**src/rtl/can_tx_pkg.sv**
```systemverilog
// Shared types for the CAN transmit scheduler.
// Frame bundle, scheduler states and source encodings.
package can_tx_pkg;

    typedef struct packed {
        logic [10:0] id;
        logic [3:0]  dlc;
        logic [63:0] data;
        logic        frame_type;
    } can_frame_t;

    typedef enum logic [1:0] {
        ST_IDLE,
        ST_LAUNCH,
        ST_ACTIVE
    } sched_state_t;

    localparam logic SRC_FIFO = 1'b0;
    localparam logic SRC_RETX = 1'b1;

endpackage

```
**src/rtl/can_tx_scheduler_if.sv**
```systemverilog
// Host-side frame handshake into the transmit scheduler.
// master = host, slave = scheduler.
interface can_tx_scheduler_if;

    logic        host_valid;
    logic        host_ready;
    logic [10:0] host_identifier;
    logic [3:0]  host_dlc;
    logic [63:0] host_data;
    logic        host_frame_type;

    modport master (
        output host_valid,
        output host_identifier,
        output host_dlc,
        output host_data,
        output host_frame_type,
        input  host_ready
    );

    modport slave (
        input  host_valid,
        input  host_identifier,
        input  host_dlc,
        input  host_data,
        input  host_frame_type,
        output host_ready
    );

endinterface

```
**src/rtl/tx_frame_fifo.sv**
```systemverilog
// Circular frame buffer for host frames awaiting launch.
// Push while full is dropped; clear empties it synchronously.
module tx_frame_fifo
    import can_tx_pkg::*;
#(
    parameter int DEPTH = 4
) (
    input  logic                   clock,
    input  logic                   reset_n,
    input  logic                   clear,
    input  logic                   push,
    input  can_frame_t             push_frame,
    input  logic                   pop,
    output can_frame_t             head,
    output logic                   full,
    output logic                   empty,
    output logic [$clog2(DEPTH):0] count
);

    localparam int AW = $clog2(DEPTH);
    localparam int CW = AW + 1;

    can_frame_t     mem [DEPTH];
    logic [AW-1:0]  wr_ptr;
    logic [AW-1:0]  rd_ptr;
    logic           do_push;
    logic           do_pop;

    assign full    = (count == CW'(DEPTH));
    assign empty   = (count == '0);
    assign do_push = push && !full;
    assign do_pop  = pop && !empty;
    assign head    = mem[rd_ptr];

    always_ff @(posedge clock or negedge reset_n) begin
        if (!reset_n) begin
            wr_ptr <= '0;
            rd_ptr <= '0;
            count  <= '0;
        end else if (clear) begin
            wr_ptr <= '0;
            rd_ptr <= '0;
            count  <= '0;
        end else begin
            if (do_push)
                wr_ptr <= wr_ptr + AW'(1);
            if (do_pop)
                rd_ptr <= rd_ptr + AW'(1);
            count <= count + CW'(do_push) - CW'(do_pop);
        end
    end

    // Storage needs no reset: occupancy alone decides what is valid.
    always_ff @(posedge clock) begin
        if (do_push && !clear)
            mem[wr_ptr] <= push_frame;
    end

endmodule

```
**src/rtl/can_tx_scheduler.sv**
```systemverilog
// Arbitrates retransmissions against queued host frames and
// launches one frame at a time toward the bit-level transmitter.
module can_tx_scheduler
    import can_tx_pkg::*;
#(
    parameter int DEPTH          = 4,
    parameter int MAX_RETRIES    = 8,
    parameter int HOLDOFF_CYCLES = 4
) (
    input  logic                   clock,
    input  logic                   reset_n,
    input  logic                   enable,
    can_tx_scheduler_if.slave      host,
    input  logic                   retransmit_request,
    input  logic [10:0]            retransmit_identifier,
    input  logic [3:0]             retransmit_dlc,
    input  logic [63:0]            retransmit_data,
    input  logic                   retransmit_frame_type,
    input  logic [3:0]             retransmit_count,
    input  logic                   bus_idle,
    output logic                   tx_start,
    output logic [10:0]            tx_identifier,
    output logic [3:0]             tx_dlc,
    output logic [63:0]            tx_data,
    output logic                   tx_frame_type,
    input  logic                   tx_done,
    input  logic                   tx_error,
    output logic                   tx_source,
    output logic                   frame_aborted,
    output logic [$clog2(DEPTH):0] queue_count
);

    localparam int         HW    = $clog2(HOLDOFF_CYCLES + 2);
    localparam logic [3:0] MAX_R = 4'(MAX_RETRIES);

    sched_state_t  state_q;
    sched_state_t  state_d;
    can_frame_t    tx_q;
    can_frame_t    retx_frame;
    can_frame_t    host_frame;
    can_frame_t    fifo_head;
    logic          fifo_full;
    logic          fifo_empty;
    logic          pop;
    logic          launch_retx;
    logic          launch_fifo;
    logic          abort;
    logic          retx_served;
    logic [HW-1:0] holdoff_q;
    logic          retx_pending;
    logic          retx_elig;
    logic          abort_cond;
    logic          fifo_elig;
    logic          err_end;

    assign host_frame = {host.host_identifier, host.host_dlc,
                         host.host_data, host.host_frame_type};
    assign retx_frame = {retransmit_identifier, retransmit_dlc,
                         retransmit_data, retransmit_frame_type};

    assign host.host_ready = !fifo_full;

    tx_frame_fifo #(.DEPTH(DEPTH)) u_fifo (
        .clock      (clock),
        .reset_n    (reset_n),
        .clear      (!enable),
        .push       (host.host_valid),
        .push_frame (host_frame),
        .pop        (pop),
        .head       (fifo_head),
        .full       (fifo_full),
        .empty      (fifo_empty),
        .count      (queue_count)
    );

    assign retx_pending = retransmit_request && !retx_served;
    assign retx_elig    = retx_pending && (retransmit_count <= MAX_R);
    assign abort_cond   = retx_pending && (retransmit_count > MAX_R);
    assign fifo_elig    = !fifo_empty && (holdoff_q == '0);
    assign err_end      = (state_q == ST_ACTIVE) && tx_error;

    always_comb begin
        state_d     = state_q;
        pop         = 1'b0;
        launch_retx = 1'b0;
        launch_fifo = 1'b0;
        abort       = 1'b0;
        unique case (state_q)
            ST_IDLE: begin
                // A dropped retransmit costs one idle cycle before FIFO traffic.
                if (abort_cond) begin
                    abort = 1'b1;
                end else if (bus_idle && retx_elig) begin
                    launch_retx = 1'b1;
                    state_d     = ST_LAUNCH;
                end else if (bus_idle && fifo_elig) begin
                    launch_fifo = 1'b1;
                    pop         = 1'b1;
                    state_d     = ST_LAUNCH;
                end
            end
            ST_LAUNCH: state_d = ST_ACTIVE;
            ST_ACTIVE: begin
                if (tx_done || tx_error)
                    state_d = ST_IDLE;
            end
            default: state_d = ST_IDLE;
        endcase
    end

    always_ff @(posedge clock or negedge reset_n) begin
        if (!reset_n) begin
            state_q       <= ST_IDLE;
            tx_q          <= '0;
            tx_source     <= SRC_FIFO;
            frame_aborted <= 1'b0;
            retx_served   <= 1'b0;
            holdoff_q     <= '0;
        end else if (!enable) begin
            state_q       <= ST_IDLE;
            tx_q          <= '0;
            tx_source     <= SRC_FIFO;
            frame_aborted <= 1'b0;
            retx_served   <= 1'b0;
            holdoff_q     <= '0;
        end else begin
            state_q       <= state_d;
            frame_aborted <= abort;
            if (launch_retx) begin
                tx_q      <= retx_frame;
                tx_source <= SRC_RETX;
            end else if (launch_fifo) begin
                tx_q      <= fifo_head;
                tx_source <= SRC_FIFO;
            end
            // Lingering request level after completion must not relaunch.
            if (!retransmit_request)
                retx_served <= 1'b0;
            else if (launch_retx || abort)
                retx_served <= 1'b1;
            if (err_end)
                holdoff_q <= HW'(HOLDOFF_CYCLES);
            else if (holdoff_q != '0)
                holdoff_q <= holdoff_q - HW'(1);
        end
    end

    assign tx_start      = (state_q == ST_LAUNCH);
    assign tx_identifier = tx_q.id;
    assign tx_dlc        = tx_q.dlc;
    assign tx_data       = tx_q.data;
    assign tx_frame_type = tx_q.frame_type;

endmodule

```
**src/flat_wrapper.sv**
```systemverilog
// flat-port wrapper written by rule: the top's interface ports become plain ports
module can_tx_scheduler_flat import can_tx_pkg::*;
#(
    parameter int DEPTH          = 4,
    parameter int MAX_RETRIES    = 8,
    parameter int HOLDOFF_CYCLES = 4
)
  (clock, reset_n, enable, retransmit_request, retransmit_identifier, retransmit_dlc, retransmit_data, retransmit_frame_type, retransmit_count, bus_idle, tx_start, tx_identifier, tx_dlc, tx_data, tx_frame_type, tx_done, tx_error, tx_source, frame_aborted, queue_count, host_host_valid, host_host_identifier, host_host_dlc, host_host_data, host_host_frame_type, host_host_ready);
  can_tx_scheduler_if host_i ();
  input  logic clock;
  input  logic reset_n;
  input  logic enable;
  input  logic retransmit_request;
  input  logic [10:0] retransmit_identifier;
  input  logic [3:0] retransmit_dlc;
  input  logic [63:0] retransmit_data;
  input  logic retransmit_frame_type;
  input  logic [3:0] retransmit_count;
  input  logic bus_idle;
  output logic tx_start;
  output logic [10:0] tx_identifier;
  output logic [3:0] tx_dlc;
  output logic [63:0] tx_data;
  output logic tx_frame_type;
  input  logic tx_done;
  input  logic tx_error;
  output logic tx_source;
  output logic frame_aborted;
  output logic [$clog2(DEPTH):0] queue_count;
  input wire logic [$bits(host_i.host_valid)-1:0] host_host_valid;
  input wire logic [$bits(host_i.host_identifier)-1:0] host_host_identifier;
  input wire logic [$bits(host_i.host_dlc)-1:0] host_host_dlc;
  input wire logic [$bits(host_i.host_data)-1:0] host_host_data;
  input wire logic [$bits(host_i.host_frame_type)-1:0] host_host_frame_type;
  output wire logic [$bits(host_i.host_ready)-1:0] host_host_ready;
  assign host_i.host_valid = host_host_valid;
  assign host_i.host_identifier = host_host_identifier;
  assign host_i.host_dlc = host_host_dlc;
  assign host_i.host_data = host_host_data;
  assign host_i.host_frame_type = host_host_frame_type;
  assign host_host_ready = host_i.host_ready;
  can_tx_scheduler #(.DEPTH(DEPTH), .MAX_RETRIES(MAX_RETRIES), .HOLDOFF_CYCLES(HOLDOFF_CYCLES)) u_core (.clock(clock), .reset_n(reset_n), .enable(enable), .host(host_i), .retransmit_request(retransmit_request), .retransmit_identifier(retransmit_identifier), .retransmit_dlc(retransmit_dlc), .retransmit_data(retransmit_data), .retransmit_frame_type(retransmit_frame_type), .retransmit_count(retransmit_count), .bus_idle(bus_idle), .tx_start(tx_start), .tx_identifier(tx_identifier), .tx_dlc(tx_dlc), .tx_data(tx_data), .tx_frame_type(tx_frame_type), .tx_done(tx_done), .tx_error(tx_error), .tx_source(tx_source), .frame_aborted(frame_aborted), .queue_count(queue_count));
endmodule
```
**config.mk**
```make
export PLATFORM = sky130hd
export DESIGN_NAME = can_tx_scheduler_flat
export DESIGN_NICKNAME = d
export VERILOG_FILES = /design/src/rtl/can_tx_pkg.sv /design/src/rtl/can_tx_scheduler_if.sv /design/src/rtl/tx_frame_fifo.sv /design/src/rtl/can_tx_scheduler.sv /design/src/flat_wrapper.sv
export SDC_FILE = /design/constraint.sdc
export NUM_CORES = 1
export LEC_CHECK = 0
export BUFFER_PORTS_ARGS = -buffer_cell sky130_fd_sc_hd__buf_2
export CAP_MARGIN = 5
export CORE_MARGIN = 10
export CORE_UTILIZATION = 50
export DETAILED_ROUTE_END_ITERATION = 8
export PLACE_DENSITY = 0.86
export SLEW_MARGIN = 0
export SYNTH_ARGS = -nofsm -noshare
export SYNTH_HDL_FRONTEND = slang
export SYNTH_SLANG_ARGS = --single-unit
```
**constraint.sdc**
```tcl
create_clock -name clock -period 3.15 [get_ports clock]
set_input_delay 0.1575 -clock clock [delete_from_list [all_inputs] [get_ports clock]]
set_output_delay 0.1575 -clock clock [all_outputs]
set_load 0.02 [all_outputs]
```
# Word-level counts from Yosys, hierarchy flattened
# Memory sizes are Yosys's and may differ from the RTL's.
# Cells that the tools add are included.
# totals
reg_bits,95
out_inout_bits,87
latchBits,0
in_bits,172
mem_count,1
mem_bits_ro,0
ramBits,320
elab_cells,86
# memory_table
name,depth,width,read_ports,rd_clocked_by_memory_dff,write_ports,line,rtl
u_core.u_fifo.mem,4,80,1,0,1,tx_frame_fifo.sv:23,can_frame_t mem [DEPTH];
# op_classes
n_addsub,5
n_reduce_logical,20
multipliers,0
n_mux,35
n_div,0
n_bitwise,0
shifts,0
eq_ne,11
n_lt_le_gt_ge,2
# ops
cell,n
$mux W80,3
$mux W1,18
$mux W2,9
$mux W3,4
$logic_and A1 B1 Y1,10
$logic_not A3 Y1,2
$ne A3 B1 Y1 const B,2
$ne A3 B3 Y1 const B,2
$pmux W2 S3,1
$add A2 B1 Y2 const B,2
$gt A4 B4 Y1 const B,1
$le A4 B4 Y1 const B,1
$ne A2 B1 Y1 const B,2
$ne A4 B2 Y1 const B,1
$add A3 B1 Y3,1
$eq A3 B3 Y1 const B,1
$logic_not A1 Y1,3
$ne A3 B2 Y1 const B,1
$reduce_and A3 Y1,1
$reduce_bool A3 Y1,1
$sub A3 B1 Y3,1
$sub A3 B1 Y3 const B,1
$eq A2 B1 Y1 const B,1
$eq A2 B2 Y1 const B,1
2 further kinds,3

# Depth between registers and ports, before layout
# Gate-level depths: netlist of run 1.
# logic_depth
depth_word,11
depth_mapped,12
ltp_nobuf,12

# Modules after synthesis
# From an unflattened synthesis of run 1, not the netlist that was laid out.
# unflattened
cells_unflattened,781
hier_area_um2,16487.1
# modules_own_cells
module,area_per_inst_um2,n_inst,seq_area_each_um2,cells_each
tx_frame_fifo,12176.7,1,9784.4,466
can_tx_scheduler,4310.4,1,2202.1,315

# Worst setup path after synthesis of run 1
# No wires, ideal clock.
# synth_path
path_type,register to register
start,register u_core.u_fifo.count[1]
end,"memory u_core.u_fifo.mem[1][0] (netlist name), enable pin"
stages_incl_launch_ff,5
synth_period_minus_slack_ns,3.553
required_ns,2.702
path_slack_ns,-0.403
arrival_time_ns,3.105
cell_sequence,dfrtp_1 > or3b_1 > and2_1 > clkbuf_1 > and3_1
# synth_via
elab_chain_len,6
# synth_lines
element,line,rtl
"start, declared",tx_frame_fifo.sv:17,output logic [$clog2(DEPTH):0] count
"start signal, assigned",tx_frame_fifo.sv:49,count <= count + CW'(do_push) - CW'(do_pop);
$eq A3 B3 Y1,tx_frame_fifo.sv:29,assign full = (count == CW'(DEPTH));
$logic_not A1 Y1,--,
named net host_host_ready,flat_wrapper.sv:35,output wire logic [$bits(host_i.host_ready)-1:0] host_host_ready;
$logic_and A1 B1 Y1,tx_frame_fifo.sv:31,assign do_push = push && !full;
$logic_and A1 B1 Y1,tx_frame_fifo.sv:55,if (do_push && !clear)
$mux W1,tx_frame_fifo.sv:55,
$mux W1 (not written as such),tx_frame_fifo.sv:56,mem[wr_ptr] <= push_frame;
"end, declared",tx_frame_fifo.sv:23,
# The timed path passes the listed nets, and every way through them passes these cells.

# Worst setup path after layout of run 1
# layout_path
start,register u_core.holdoff_q[0]
end,register u_core.u_fifo.count[2]
# layout_via
elab_chain_len,10
# layout_lines
element,line,rtl
"start, declared",can_tx_scheduler.sv:49,logic [HW-1:0] holdoff_q;
"start signal, assigned",can_tx_scheduler.sv:142,holdoff_q <= HW'(HOLDOFF_CYCLES);
"start signal, assigned",can_tx_scheduler.sv:144,holdoff_q <= holdoff_q - HW'(1);
$logic_not A3 Y1,can_tx_scheduler.sv:79,assign fifo_elig = !fifo_empty && (holdoff_q == '0);
$logic_and A1 B1 Y1,can_tx_scheduler.sv:79,
$logic_and A1 B1 Y1,can_tx_scheduler.sv:96,end else if (bus_idle && fifo_elig) begin
$mux W1,can_tx_scheduler.sv:96,
$mux W1,can_tx_scheduler.sv:93,end else if (bus_idle && retx_elig) begin
$mux W1,can_tx_scheduler.sv:91,if (abort_cond) begin
$mux W1,can_tx_scheduler.sv:88,unique case (state_q)
$logic_and A1 B1 Y1,tx_frame_fifo.sv:32,assign do_pop = pop && !empty;
$sub A3 B1 Y3,tx_frame_fifo.sv:49,
$mux W3,tx_frame_fifo.sv:40,end else if (clear) begin
# Every way passes these cells.
# A chain may end at the register's enable or synchronous reset.

==> flow_metrics.env, run 1 <==
export IMPL_grt_max_degree=81
export IMPL_reg2reg_from="u_core.holdoff_q[0]"
export IMPL_drv_cap=0
export IMPL_cts_resized=0
export IMPL_grt_pass1_vias=10400
export IMPL_gp_congestion=0.748
export IMPL_cp_end_kind="flop"
export IMPL_crit_chain="inv_1 -> ha_1 -> nor4b_1 -> nand4_1 -> inv_2 -> ha_1 -> inv_1 -> ha_1 -> inv_1 -> fa_1 -> xnor2_1 -> nor2_1"
export IMPL_synth_top_area_share=0.579
export IMPL_cts_root_buffer="clkbuf_16"
export IMPL_worst_path_largest_cell_delay_ns=0.41
export IMPL_dieHeight_um=202
export IMPL_place_area_um2=18400
export IMPL_avgSynthCellArea_um2=21.5
export IMPL_hpwl_um=23000
export IMPL_initial_utilization=0.509
export IMPL_start_kind="flop"
export IMPL_synthArstFlopShare=0.229
export IMPL_peakVddDrop_uv=504
export IMPL_htreeDepth=2
export IMPL_vias=9291
export IMPL_synthTopCellsByArea="edfxtp_1 58%, dfrtp_1 14%, mux4_2 11%"
export IMPL_worstHoldStart="retransmit_count[2]"
export IMPL_yosys_register_bits=415
export IMPL_final_antenna_net_count=0
export IMPL_drive_above_1_share=0.410
export IMPL_path_clk_slew_ns=0.06
export IMPL_clock_skew_ns=0.0126
export IMPL_worstPathRequired_ns=3.56
export IMPL_antenna_found_initial=6
export IMPL_slowest_stage="fa_1"
export IMPL_dp_cells=1446
export IMPL_min_path_type="input port to flop"
export IMPL_cts_hold_buf=168
export IMPL_slew_headroom=0.274
export IMPL_final_hold_viol_count=0
export IMPL_yosysTopAreaCell="edfxtp_1"
export IMPL_clock_sinks=415
export IMPL_cp_arrival_ns=3.04
export IMPL_overflow=0
export IMPL_rsz0062_at_grt="false"
export IMPL_final_common_cell="edfxtp_1"
export IMPL_cts_tree="yes"
export IMPL_wl_per_cell_um=23.5
export IMPL_tns_ns=0
export IMPL_crit_path_start="u_core.holdoff_q[0]"
export IMPL_rows=66
export IMPL_die_area_um2=40900
export IMPL_clock_latency_ns=0.53
export IMPL_max_slew_worst_pin_slew_ns=1.09
export IMPL_firstDrtPassIters=4
export IMPL_synth_nets=955
export IMPL_fmax_mhz=380
export IMPL_slew_violations=0
export IMPL_grt_first_pass_wirelength_um=62100
export IMPL_instances_no_fill=1698
export IMPL_p_leak_nw=8.54
export IMPL_fin_crit_sh=0.836
export IMPL_drc=0
export IMPL_final_cell_mix="320 x edfxtp_1, 257 x buf_2, 168 x dlygate4sd3_1"
export IMPL_syn_to_final_growth_pct=29.8
export IMPL_portBuffers=258
export IMPL_yosys_warnings=0
export IMPL_power_density_nw_per_um2=679
export IMPL_coreArea_um2=32600
export IMPL_fin_crit_ns=2.63
export IMPL_io_pins=259
export IMPL_drt_iter0_drc=495
export IMPL_synth_cells=774
export IMPL_synth_seq_area_share=0.722
export IMPL_ys_types=36
export IMPL_synth_edf_count=320
export IMPL_design_area_um2=21600
export IMPL_wl_um=40000
export IMPL_via_per_inst=5.47
export IMPL_fin_nets=1397
export IMPL_numCtsBuffers=42
export IMPL_crit_type="flop to flop"
export IMPL_finalSetupViolCount=0
export IMPL_synth_ff_type="edfxtp_1"
export IMPL_post_cts_buffers=0
export IMPL_die_w_um=202
export IMPL_syn_area_um2=16600
export IMPL_clock_path_buffers=3
export IMPL_status="finished, final reports clean"
export IMPL_track_usage=0.195
export IMPL_worstPathMaxFanout=6
[where the power goes]
group,leakage [nW],switching [mW],internal [mW]
clock network,0.714,2.03,3.22
logic,3.63,1.49,1.21
registers,4.20,0.295,6.40
total,8.54,3.82,10.8
[final timing paths]
kind                            cells after the start  slack [ns]                     end
worst max-delay path                               12        0.52  u_core.u_fifo.count[2]
worst min-delay path                                3        0.04    u_core.frame_aborted
worst max register to register                     12        0.52  u_core.u_fifo.count[2]
worst min register to register                      1        0.49      u_core.tx_data[30]
max in group asynchronous                           3        1.80       u_core.tx_data[8]
min in group asynchronous                           2        0.40      u_core.tx_data[32]
[critical path, delay by kind of cell (launching register included)]
| family | cells | cell delay, ns |
|---|---|---|
| simple gates | 3 | 0.62 |
| xor+xnor | 1 | 0.17 |
| buf+inv | 4 | 0.36 |
| fa+ha+maj | 4 | 0.98 |
| flops | 1 | 0.40 |
[synthesized netlist by cell type, drive strengths merged, types with 2 or more instances]
| library cell | count |
|---|---|
| or3 | 2 |
| inv | 11 |
| ha | 8 |
| mux4 | 80 |
| clkbuf | 12 |
| nor4b | 2 |
| mux2i | 81 |
| and2 | 2 |
| o21ai | 3 |
| dfrtp | 95 |
| o2bb2ai | 80 |
| nand3b | 2 |
| nor2 | 10 |
| a21oi | 5 |
| xnor2 | 3 |
| buf | 35 |
| and3 | 6 |
| edfxtp | 320 |
| nand2 | 6 |
[final cells by class]
type                            instances  area [um^2]
Inverter                               11         41.3
Clock inverter                         18          246
Fill cell                            2057        11100
Antenna cell                            6         15.0
Multi-Input combinational cell        301         4260
Timing Repair Buffer                  445         3220
Clock buffer                           60         1230
Sequential cell                       415        12000
Tap cell                              442          553
[cells by family (layout without fill, tap and decap cells)]
| kind of cell | after synthesis | after routing | synth area share |
|---|---|---|---|
| DFF | 415 | 415 | 0.722 |
| buffers and inverters | 58 | 534 | 0.0236 |
| adders and majority gates | 9 | 9 | 0.00723 |
| other | 0 | 6 | 0 |
| muxes | 161 | 161 | 0.157 |
| AOI/OAI and AO/OA | 92 | 92 | 0.0762 |
| xor gates and xnor gates | 4 | 4 | 0.00211 |
| and+or+nand+nor | 35 | 35 | 0.0117 |
[registers in the layout, summed over array words and instances (netlist names)]
signal	count
u_core.u_fifo.mem	320
u_core.u_fifo.rd_ptr	2
u_core.tx_data	64
u_core.tx_dlc	4
u_core.state_q	2
u_core.tx_frame_type	1
u_core.u_fifo.wr_ptr	2
u_core.holdoff_q	3
u_core.frame_aborted	1
u_core.u_fifo.count	3
u_core.retx_served	1
u_core.tx_identifier	11
u_core.tx_source	1
[per-layer routing]
layer / global-route usage / vias up / part of all wire
met1: 0.234 / 4821 / 0.39
met5: 0 / - / 0
li1: - / 4075 / -
met2: 0.343 / 337 / 0.53
met3: 0.0451 / 58 / 0.062
met4: 0.0568 / 0 / 0.018
[through the flow]
stage          power, mW  hold WS [ns]  utilization  setup slack, ns
2_1_floorplan       8.50        -0.138            -            0.491
3_3_place_gp        9.19         0.368        0.564            0.675
3_5_place_dp        9.29         0.372        0.564            0.552
4_1_cts             14.7        0.0199        0.660            0.535
5_1_grt             15.2        0.0412        0.661            0.292
6_report            14.6        0.0410        0.661            0.517
Power figures use the tool's default switching activity.
==> run 2: changes to the inputs <==
==> constraint.sdc (replaced) <==
create_clock -name clock -period 2.4 [get_ports clock]
set_input_delay 0.12 -clock clock [delete_from_list [all_inputs] [get_ports clock]]
set_output_delay 0.12 -clock clock [all_outputs]
set_load 0.02 [all_outputs]
==> flow_metrics.env, run 2 (synthesis gave the netlist of run 1 again) <==
export IMPL_status="finished, final reports clean"
export IMPL_reg2reg_from="u_core.holdoff_q[0]"
export IMPL_htreeDepth=2
export IMPL_power_density_nw_per_um2=887
export IMPL_grt_pass1_vias=10500
export IMPL_die_w_um=202
export IMPL_min_path_type="input port to flop"
export IMPL_initial_utilization=0.509
export IMPL_hold_depth=5
export IMPL_diodes=0
export IMPL_gp_congestion=0.751
export IMPL_io_pins=259
export IMPL_seq_area_um2=12000
export IMPL_seqPwrFrac=0.454
export IMPL_track_usage=0.196
export IMPL_grt_max_degree=51
export IMPL_crit_type="flop to flop"
export IMPL_p_leak_nw=8.67
export IMPL_final_hold_viol_count=0
export IMPL_cell_internal_pwr_mw=14.3
export IMPL_hpwl_um=23800
export IMPL_via_per_inst=5.47
export IMPL_coreArea_um2=32600
export IMPL_vias=9344
export IMPL_finalSetupViolCount=0
export IMPL_fmax_mhz=429
export IMPL_power_switching_mw=5.07
export IMPL_slew_violations=0
export IMPL_final_util=0.668
export IMPL_wl_per_cell_um=23.6
export IMPL_path_clk_slew_ns=0.06
export IMPL_clock_power_share=0.348
export IMPL_numCtsBuffers=42
export IMPL_wl_um=40300
export IMPL_ff2ff_setup_slack_ns=0.07
export IMPL_hold_path_end="u_core.u_fifo.wr_ptr[1]"
export IMPL_dieHeight_um=202
export IMPL_peakVddDrop_uv=634
export IMPL_syn_to_final_growth_pct=31.3
export IMPL_combPwrFrac=0.198
export IMPL_worstPathMaxFanout=3
export IMPL_cp_arrival_ns=2.73
export IMPL_die_area_um2=40900
export IMPL_rows=66
export IMPL_final_cell_mix="320 x edfxtp_1, 257 x buf_2, 170 x dlygate4sd3_1"
export IMPL_swShare=0.262
export IMPL_clock_path_buffers=3
export IMPL_reg2reg_to="u_core.u_fifo.count[2]"
export IMPL_final_antenna_net_count=0
export IMPL_clock_skew_ns=0.0116
export IMPL_firstDrtPassIters=5
export IMPL_drv_cap=0
export IMPL_final_common_cell="edfxtp_1"
export IMPL_portBuffers=258
export IMPL_drt_iter0_drc=585
export IMPL_r2r_cells=12
export IMPL_slew_headroom=0.488
export IMPL_start_kind="flop"
export IMPL_drive_above_1_share=0.426
export IMPL_grt_first_pass_wirelength_um=62800
export IMPL_largest_reg_flops=320
export IMPL_fin_crit_ns=2.33
export IMPL_multiInputGateArea_um2=4300
export IMPL_largest_register="u_core.u_fifo.mem"
export IMPL_cp_end_kind="flop"
export IMPL_cts_root_buffer="clkbuf_16"
export IMPL_fin_crit_sh=0.972
export IMPL_antenna_found_initial=0
export IMPL_clock_sinks=415
export IMPL_worstPathRequired_ns=2.79
export IMPL_cts_tree="yes"
export IMPL_overflow=0
export IMPL_clock_latency_ns=0.52
export IMPL_drc=0
export IMPL_worstHoldStart="host_host_valid"
export IMPL_fin_hold_ws_ns=0.0405
export IMPL_fin_nets=1414
export IMPL_max_slew_worst_pin_slew_ns=0.768
export IMPL_fillers=2050
[run 2: changes by cell type in the layout (fill, tap and decap cells not counted), sizes merged]
cell | before | now
clkinv | 9 | 12
bufinv | 6 | 5
clkinvlp | 3 | 1
buf | 277 | 292
inv | 11 | 12
diode | 6 | 0
clkbuf | 60 | 59
dlygate4sd3 | 168 | 170
[run 2: power groups by stage]
stage                     clock network [mW]  logic [mW]  registers, mW
after floorplan                            0        2.01           9.15
after global placement                     0        3.36           8.85
after detailed placement                   0        3.45           8.88
after CTS                               6.83        3.69           8.75
after global routing                    7.13        4.10           8.83
final                                   6.73        3.82           8.77
[run 2: layout make-up]
cell class,instances,share of cell area
tap,442,0.0254
timing repair buffer,462,0.159
clock inverter,19,0.0107
sequential,415,0.550
clock buffer,59,0.0555
inverter,11,0.00189
multi-input combinational,301,0.197
[run 2: critical path, stage by stage, from the launching register on]
cell and delay [ns]:
dfrtp_1 0.40, inv_2 0.10, ha_4 0.15, nor4b_4 0.21, nand4_1 0.16, inv_2 0.11
ha_1 0.23, inv_1 0.07, ha_1 0.15, inv_1 0.06, fa_2 0.37, xnor2_2 0.15
nor2_1 0.05
[run 2: how the worst max path moves through the flow]
stage                           startpoint                      end  depth (start not counted)
finish                 u_core.holdoff_q[0]   u_core.u_fifo.count[2]                         12
global route           u_core.holdoff_q[0]   u_core.u_fifo.count[2]                         12
CTS                    u_core.holdoff_q[0]   u_core.u_fifo.count[2]                         12
detailed placement     u_core.holdoff_q[0]   u_core.u_fifo.count[2]                         12
global placement       u_core.holdoff_q[0]   u_core.u_fifo.count[2]                         12
floorplan           u_core.u_fifo.count[2]  u_core.u_fifo.mem[0][0]                          4
[run 2: what timing repair did]
action / 4_1_cts / 5_1_grt
setup buffers: 0 / 4
pin swaps: 0 / 3
hold endpoints to repair: 503 / 0
endpoints found under the setup margin: 2 / 2
hold buffers: 170 / 0
gates resized for setup: 1 / 7
[run 2: layer usage]
| layer | global-route usage | routed length (um) | vias up |
|---|---|---|---|
| met3 | 0.0366 | 2280 | 67 |
| li1 | - | - | 4108 |
| met1 | 0.248 | 16200 | 4821 |
| met2 | 0.339 | 21000 | 348 |
| met5 | 0 | 0 | - |
| met4 | 0.0520 | 805 | 0 |
[run 2: stage by stage]
stage | area (um^2) | instances | worst slack [ns] | setup TNS (ns) | power [mW]
floorplan | 16600 | 774 | -0.0984 | -31.49 | 11.2
global placement | 18600 | 1457 | 0.0587 | 0 | 12.2
detailed placement | 18600 | 1457 | -0.0342 | -0.0342 | 12.3
CTS | 21700 | 1705 | 0.0182 | 0 | 19.3
global route | 21800 | 1709 | -0.0408 | -0.0616 | 20.1
finish | 21800 | 1709 | 0.0664 | 0 | 19.3
==> run 3: changes to the inputs <==
--- a/config.mk
+++ b/config.mk
@@ -5,6 +5,7 @@
 export SDC_FILE = /design/constraint.sdc
 export NUM_CORES = 1
 export LEC_CHECK = 0
+export ABC_AREA = 1
 export BUFFER_PORTS_ARGS = -buffer_cell sky130_fd_sc_hd__buf_2
 export CAP_MARGIN = 5
 export CORE_MARGIN = 10
@@ -15,3 +16,4 @@
 export SYNTH_ARGS = -nofsm -noshare
 export SYNTH_HDL_FRONTEND = slang
 export SYNTH_SLANG_ARGS = --single-unit
+export TNS_END_PERCENT = 20
==> flow_metrics.env, run 3 <==
export IMPL_reg2reg_to="u_core.u_fifo.count[1]"
export IMPL_firstDrtPassIters=9
export IMPL_yosysTopAreaCell="edfxtp_1"
export IMPL_synth_cells=1883
export IMPL_synth_nets=2064
export IMPL_drt_iter0_drc=1489
export IMPL_power_density_nw_per_um2=886
export IMPL_final_hold_viol_count=0
export IMPL_worstHoldStart="retransmit_identifier[0]"
export IMPL_cts_tree="yes"
export IMPL_final_common_cell="nand2_1"
export IMPL_worstPathMaxFanout=3
export IMPL_slew_violations=0
export IMPL_track_usage=0.234
export IMPL_synth_most_common_cell="nand2_1"
export IMPL_rows=69
export IMPL_slew_headroom=0.462
export IMPL_synth_top_area_share=0.529
export IMPL_r2r_cells=14
export IMPL_drc=0
export IMPL_fillers=2521
export IMPL_die_area_um2=44400
export IMPL_die_w_um=211
export IMPL_grt_pass1_vias=15500
export IMPL_min_path_type="input port to flop"
export IMPL_seq_area_um2=12000
export IMPL_cp_arrival_ns=2.66
export IMPL_endpoint="u_core.u_fifo.count[1]"
export IMPL_wl_per_cell_um=19.0
export IMPL_max_slew_worst_pin_slew_ns=0.807
export IMPL_synth_top_cells_by_count="646 x nand2_1, 320 x edfxtp_1, 293 x nor2_1, 156 x nand3_1, 147 x inv_1"
export IMPL_crit_path_start="u_core.holdoff_q[1]"
export IMPL_power_mw=20.5
export IMPL_overflow=0
export IMPL_largest_register="u_core.u_fifo.mem"
export IMPL_gp_congestion=0.850
export IMPL_synth_ff_type="edfxtp_1"
export IMPL_syn_to_final_growth_pct=27.0
export IMPL_fin_crit_ns=2.23
export IMPL_syn_area_um2=18200
export IMPL_final_antenna_net_count=0
export IMPL_final_cell_mix="644 x nand2_1, 320 x edfxtp_1, 287 x nor2_1"
export IMPL_clock_latency_ns=0.54
export IMPL_hpwl_um=30000
export IMPL_yosys_register_bits=415
export IMPL_fin_crit_sh=0.930
export IMPL_status="finished, final reports clean"
export IMPL_clock_path_buffers=3
export IMPL_via_per_inst=5.43
export IMPL_portBuffers=258
export IMPL_cp_end_kind="flop"
export IMPL_path_clk_slew_ns=0.06
export IMPL_synth_seq_area_share=0.660
export IMPL_initial_utilization=0.509
export IMPL_clock_sinks=415
export IMPL_numCtsBuffers=43
export IMPL_ys_types=29
export IMPL_drive_above_1_share=0.168
export IMPL_cts_root_buffer="clkbuf_16"
export IMPL_synthArstFlopShare=0.229
export IMPL_antenna_found_initial=9
export IMPL_yosys_warnings=0
export IMPL_synth_edf_count=320
export IMPL_design_area_um2=23100
export IMPL_grt_first_pass_wirelength_um=82800
export IMPL_place_area_um2=20000
export IMPL_drv_cap=0
export IMPL_htreeDepth=2
export IMPL_crit_type="flop to flop"
export IMPL_p_leak_nw=10.6
export IMPL_fmax_mhz=448
export IMPL_peakVddDrop_uv=567
export IMPL_wl_um=53100
export IMPL_dieHeight_um=211
export IMPL_worstPathRequired_ns=2.82
export IMPL_clock_skew_ns=0.0177
export IMPL_ff2ff_setup_slack_ns=0.17
export IMPL_avgSynthCellArea_um2=9.65
export IMPL_vias=15100
export IMPL_start_kind="flop"
export IMPL_fin_hold_ws_ns=0.0315
export IMPL_largest_reg_flops=320
export IMPL_coreArea_um2=35700
export IMPL_synthTopCellsByArea="edfxtp_1 53%, nand2_1 13%, dfrtp_1 13%"
export IMPL_grt_max_degree=113
export IMPL_finalSetupViolCount=0
export IMPL_reg2reg_from="u_core.holdoff_q[1]"
export IMPL_multiInputGateArea_um2=5190
export IMPL_io_pins=259
export IMPL_fin_nets=2460
[run 3: worst min path at each step]
stage                                         end  slack [ns]  depth (start not counted)
after global placement         u_core.tx_data[25]        0.23                          1
after CTS                      u_core.tx_data[23]       0.002                          7
after detailed placement        u_core.tx_data[7]        0.24                          1
after floorplan              u_core.frame_aborted       -0.18                          0
final                     u_core.tx_identifier[0]        0.03                          5
after global routing           u_core.tx_data[23]        0.04                          7
[run 3: area by class of cell]
class | count | share of cell area
Sequential cell | 415 | 0.520
Multi-Input combinational cell | 1208 | 0.225
Timing Repair Buffer | 459 | 0.146
Clock buffer | 58 | 0.0508
Tap cell | 461 | 0.0250
Inverter | 152 | 0.0248
Clock inverter | 22 | 0.00742
Antenna cell | 13 | 0.00141
[run 3: per-layer routing]
| metal | track usage | wire (um) | up-vias |
|---|---|---|---|
| met4 | 0.147 | 3190 | 0 |
| met5 | 0 | 0 | - |
| met2 | 0.405 | 26700 | 931 |
| met3 | 0.0467 | 4380 | 271 |
| li1 | - | - | 6888 |
| met1 | 0.262 | 18900 | 7044 |
[run 3: timing repair]
| action | in CTS | in global routing |
|---|---|---|
| hold buffers | 163 | 0 |
| endpoints found under the setup margin | 0 | 11 |
| endpoints found under the hold margin | 455 | 0 |
| buffers inserted | 0 | 2 |
| gates resized for setup | 0 | 9 |
[run 3: logic make-up after synthesis]
logic type,count (synthesis),synth area share
XOR/XNOR,3,0.00145
AO/OA/AOI/OAI,12,0.00365
adder cells (fa/ha/maj),9,0.00661
buffers and inverters,260,0.0594
AND/OR/NAND/NOR,1184,0.269
flip-flops,415,0.660
[run 3: report_power, final]
part / total, mW / internal [mW] / switching (mW)
combinational: 5.13 / 1.67 / 3.47
sequential: 8.94 / 8.52 / 0.419
clock: 6.39 / 3.66 / 2.73
[run 3: per-stage QoR]
stage,utilization,cells,setup WS [ns],setup TNS (ns)
2_1_floorplan,-,1883,-0.0290,-3.94
3_3_place_gp,0.561,2530,0.0975,0
3_5_place_dp,0.561,2530,0.0271,0
4_1_cts,0.644,2773,0.00274,0
5_1_grt,0.646,2784,-0.00554,-0.00896
6_report,0.646,2788,0.167,0
[run 3: worst max-delay path, stage by stage, from the launching register on]
cell and delay (ns):
dfrtp_1 0.39, inv_1 0.08, ha_2 0.17, inv_2 0.05, nor2_4 0.11, nand2_2 0.06
nor2_2 0.09, nand2_2 0.06, inv_2 0.05, ha_1 0.21, inv_1 0.06, ha_2 0.15
inv_1 0.05, fa_2 0.52, nor2_1 0.04
